[src/rtl/regfile_mp.sv]
// regfile_mp: parametrised integer register file with NRD combinational read ports,
// optional same-cycle write-to-read bypass, per-register busy scoreboard and a
// post-reset clear sequencer that zeroes the storage array one entry per cycle.
module regfile_mp #(
   parameter int unsigned XLEN     = 32,
   parameter int unsigned NREGS    = 32,
   parameter int unsigned AW       = 5,
   parameter int unsigned NRD      = 2,
   parameter int unsigned ZERO_REG = 1,
   parameter int unsigned BYPASS   = 1
) (
   input  logic                clk,
   input  logic                rst_n,
   output logic                ready,
   input  logic                we,
   input  logic [AW-1:0]       waddr,
   input  logic [XLEN-1:0]     wdata,
   input  logic                busy_set,
   input  logic [AW-1:0]       busy_addr,
   input  logic [NRD*AW-1:0]   raddr,
   output logic [NRD*XLEN-1:0] rdata,
   output logic [NRD-1:0]      rbusy
);

   typedef enum logic [0:0] {StClear, StRun} state_e;

   // One bit wider than an address so the terminal compare cannot wrap.
   localparam logic [AW:0] LastIdx = (AW+1)'(NREGS - 1);
   localparam logic [AW:0] OneIdx  = (AW+1)'(1);

   state_e            state_q;
   logic [AW:0]       clr_idx_q;
   logic              ready_q;
   logic [NREGS-1:0]  busy_q;
   logic [NREGS-1:0]  busy_d;
   logic [XLEN-1:0]   mem [NREGS];

   logic              run;
   logic              wr_ok;
   logic              mem_we;
   logic [AW-1:0]     mem_waddr;
   logic [XLEN-1:0]   mem_wdata;

   assign run   = (state_q == StRun);
   assign ready = ready_q;

   // A write is architecturally visible only in RUN and never to a hardwired x0.
   always_comb begin
      wr_ok = run && we;
      if (ZERO_REG != 0 && waddr == '0) begin
         wr_ok = 1'b0;
      end
   end

   // Storage write port is shared between the clear sequencer and the writeback port.
   always_comb begin
      mem_we    = 1'b0;
      mem_waddr = waddr;
      mem_wdata = wdata;
      if (rst_n) begin
         if (state_q == StClear) begin
            mem_we    = 1'b1;
            mem_waddr = clr_idx_q[AW-1:0];
            mem_wdata = '0;
         end else begin
            mem_we = wr_ok;
         end
      end
   end

   // Storage array: no reset, cleared by the sequencer instead.
   always_ff @(posedge clk) begin
      if (mem_we) begin
         mem[mem_waddr] <= mem_wdata;
      end
   end

   // Scoreboard next state: retire first, then issue so a same-address set wins.
   always_comb begin
      busy_d = busy_q;
      if (we) begin
         busy_d[waddr] = 1'b0;
      end
      if (busy_set) begin
         busy_d[busy_addr] = 1'b1;
      end
      if (ZERO_REG != 0) begin
         busy_d[0] = 1'b0;
      end
   end

   // Control FSM: clear sequencer, ready flag and busy scoreboard.
   always_ff @(posedge clk) begin
      if (!rst_n) begin
         state_q   <= StClear;
         clr_idx_q <= '0;
         ready_q   <= 1'b0;
         busy_q    <= '0;
      end else begin
         unique case (state_q)
            StClear: begin
               clr_idx_q <= clr_idx_q + OneIdx;
               if (clr_idx_q == LastIdx) begin
                  state_q <= StRun;
                  ready_q <= 1'b1;
               end
            end
            StRun: begin
               busy_q <= busy_d;
            end
            default: begin
               state_q <= StClear;
            end
         endcase
      end
   end

   for (genvar i = 0; i < NRD; i++) begin : g_rd
      logic [AW-1:0]   ra;
      logic [XLEN-1:0] rd;
      logic            rb;
      logic            fwd;

      assign ra  = raddr[i*AW +: AW];
      assign fwd = (BYPASS != 0) && wr_ok && (waddr == ra);

      // Read port: x0 forces zero, bypass forwards wdata and hides the busy bit.
      always_comb begin
         rd = mem[ra];
         rb = busy_q[ra];
         if (!run) begin
            rd = '0;
            rb = 1'b0;
         end else if (ZERO_REG != 0 && ra == '0) begin
            rd = '0;
            rb = 1'b0;
         end else if (fwd) begin
            rd = wdata;
            rb = 1'b0;
         end
      end

      assign rdata[i*XLEN +: XLEN] = rd;
      assign rbusy[i]              = rb;
   end

endmodule

[config.mk]
export PLATFORM = sky130hd
export DESIGN_NAME = regfile_mp
export DESIGN_NICKNAME = d
export VERILOG_FILES = /design/src/rtl/regfile_mp.sv
export SDC_FILE = /design/constraint.sdc
export NUM_CORES = 1
export LEC_CHECK = 0
export BUFFER_PORTS_ARGS = -buffer_cell sky130_fd_sc_hd__buf_2
export CAP_MARGIN = 20
export CORE_MARGIN = 8
export CORE_UTILIZATION = 57
export CTS_CLUSTER_SIZE = 14
export DETAILED_ROUTE_END_ITERATION = 7
export HOLD_SLACK_MARGIN = 0.12
export PLACE_DENSITY_LB_ADDON = 0.3
export SLEW_MARGIN = 20
export SYNTH_ARGS = -nofsm -noshare
export SYNTH_HDL_FRONTEND = slang
export SYNTH_SLANG_ARGS = --single-unit
[constraint.sdc]
create_clock -name clk -period 3.51 [get_ports clk]
set_input_delay 0.351 -clock clk [delete_from_list [all_inputs] [get_ports clk]]
set_output_delay 0.351 -clock clk [all_outputs]
set_load 0.03 [all_outputs]
==> flow_summary.toml <==
[sta]
holdWs_ns = 0.1567
min_period_over_period_pct = 93.86
finalCriticalPeriod_ns = 3.295
clock_skew_ns = 0.02136
final_max_slew_viol_count = 0
tns_ns = 0
worstMarginPinSlew_ns = 1.020
setup_violations = 0
finalHoldViolCount = 0
rsz0062_at_grt = "no"
max_freq_mhz = 303.5
finalWorstSetupSlack_ns = 0.2154
relSlewSlack_pct = 32.00

[pwr]
power_density_mw_per_mm2 = 471.0
ir_drop_mv = 0.4125
p_sw_uw = 6099
p_int_uw = 21090
power_frac_comb_pct = 7.9
power_frac_seq_pct = 51.7
clock_power_share_pct = 40.4
p_sw_share_pct = 22.43
p_leak_uw = 0.01906

[synthesis]
synth_top_flop_cell = "edfxtp_1"
synth_top_family_by_area = "multiplexers"
synthXorXnorAreaFrac_pct = 0.2573
synth_area_leaders = "edfxtp_1, mux4_2, a211oi_1"
synth_nets = 2760
synth_cell_type_count = 46
yosysWarnings = 0
yosysTopAreaCellShare_pct = 60.21
yosys.area_share.simple_pct = 3.433
muxShareOfSynthArea_pct = 26.08
synth_edf_count = 1024
syn_area_per_cell_um2 = 18.89
syn_inst = 2703
ys_seq_elements = 1063
synth_area_leader_cell = "edfxtp_1"
yosysSeqAreaShare_pct = 61.74
synth_fa_ha_area_share_pct = 0.02450
synthArstFlopShare_pct = 0
netlist_area_mm2 = 0.05107
synth_compound_area_share_pct = 5.831

[worst_hold_path]
hold_path_class = "primary input to register"
min_path_cells = 5

[critical_path]
path_class = "register to output pin"
required_ns = 3.16
cp.arrival_ns = 2.94
cp_max_fo = 18
cp-start-kind = "register"
cp-end-kind = "output pin"
r2r.worst_path.cells = 5

[final_layout]
nNetsFinal = 2952
drive_gt1_share_pct = 34.63
layout-area-overhead-vs-synth_pct = 13.06
antenna_cells = 0

[global_route]
grt_first_pass_wirelength_um = 213500
grt_usage_pct = 29.58
grt_antenna_before_repair = 1
grt_overflow_total = 0
grt_pass1_vias = 31570
grt_max_degree = 117

[detailed_routing]
drc = 0
dr.pass1.iters = 5
drt_wl_total_um = 147300
vias_per_cell = 7.317
drtIter0Drc = 4077
via_count = 30330
routedWlPerCell_um = 35.53
detail-route-antenna-nets = 0

[clock_tree]
cts_buffer_depth = 3
clk_pin_slew_worst_paths_ns = 0.06
cts_tree = "done"
cts_root_buf = "clkbuf_16"
cts_max_level = 3
cts-buffers-inserted = 107
clkSinkCount = 1063
clock_latency_ns = 0.70

[die]
core-area_mm2 = 0.08865
die_w_um = 315.3
io_pins = 123
fp.dieH_um = 315.3
rows = 109
initial_core_util_pct = 57.61
die_area_mm2 = 0.09942

[placement]
pre_cts_ws_ns = 0.2874
gp_congestion = 0.8189
io_buffers = 122
hpwlAfterDp_um = 86000

[run]
maxCapViolations = 0

[run_status]
status = "completed"
[per-layer routing]
layer,vias up,GRT usage [%],share of wire (%)
met5,-,0,0
met1,15700,38.28,34
met4,0,13.59,5.0
li1,11970,-,-
met2,2226,47.79,48
met3,439,7.170,12
[power groups by stage]
stage                     Combinational, uW  Sequential [uW]  Clock [uW]
after floorplan                        1480            14300           0
after global placement                 2070            14300           0
after detailed placement               2110            14300           0
after CTS                              2130            14100       11100
after global routing                   2250            14100       11500
final                                  2140            14100       11000
[kinds of logic (layout without fill, tap and decap cells)]
| logic type | Yosys count | count (layout) |
|---|---|---|
| xor gates and xnor gates | 15 | 15 |
| muxes | 670 | 670 |
| and+or+nand+nor | 318 | 318 |
| DFF | 1063 | 1063 |
| AOI/OAI and AO/OA | 397 | 397 |
| adders and majority gates | 1 | 1 |
| buffers and inverters | 239 | 516 |
[registers in the layout, indices dropped and copies added, names as in the netlist]
name	count
busy_q	31
clr_idx_q	6
mem	1024
ready	1
run	1
[final cells by class]
cell class	count	area [um^2]
Sequential cell	1063	31530
Fill cell	5840	30910
Clock buffer	135	2783
Tap cell	1165	1458
Inverter	6	22.52
Timing Repair Buffer	316	2910
Multi-Input combinational cell	1401	18490
Clock inverter	59	545.5
[synthesized netlist by cell type (all sizes together), types with 7 or more instances]
cell and count:
edfxtp 1024, mux4 528, a211oi 250, mux2i 139, buf 130, nor2b 128
clkbuf 103, a211o 62, nand2 57, nor2 40, o21ai 40, dfxtp 39
and2 36, a21boi 31, xnor2 12, nor3 11, nand3 10, nand2b 7
[cell usage in the layout (no fill, tap or decap), types with 28 or more instances in the layout]
cell type,n
nor2_4,32
buf_12,60
nand2_1,57
nor2b_1,128
buf_2,114
o21ai_0,39
and2_1,36
mux2i_1,139
a211o_1,62
clkbuf_16,107
clkbuf_1,28
buf_4,125
a21boi_0,31
mux4_2,528
a211oi_1,250
dfxtp_1,39
edfxtp_1,1024
[timing repair]
item / 4_1_cts / 5_1_grt
endpoints found under the setup margin: 1 / 1
setup buffers: 0 / 0
hold buffers: 9 / 0
endpoints found under the hold margin: 28 / 0
pin swaps: 0 / 0
resized for setup: 1 / 1
[critical path: stages, from the launching register on]
cell      delay, ns
dfxtp_1        0.44
buf_4          0.28
o211ai_2       0.19
o31ai_4        0.41
buf_12         0.26
a211oi_1       0.09
a211o_1        0.35
buf_2          0.22
[metrics by stage]
step | util [%] | instances | cell area (um^2) | total power (uW)
after floorplan | - | 2703 | 51070 | 15790
after global placement | 61.26 | 3942 | 54310 | 16390
after detailed placement | 61.26 | 3942 | 54310 | 16450
after CTS | 65.12 | 4145 | 57730 | 27290
after global routing | 65.13 | 4145 | 57740 | 27860
final | 65.13 | 4145 | 57740 | 27190
[worst paths after layout]
path                                from     endpoint  slack (ns)
worst min register to register     ready        ready        0.47
worst max register to register       run  mem[18][12]        0.46
worst min-delay path            busy_set   busy_q[14]        0.16
worst max-delay path                 run    rdata[31]        0.22
(Power assumes the default switching activity.)
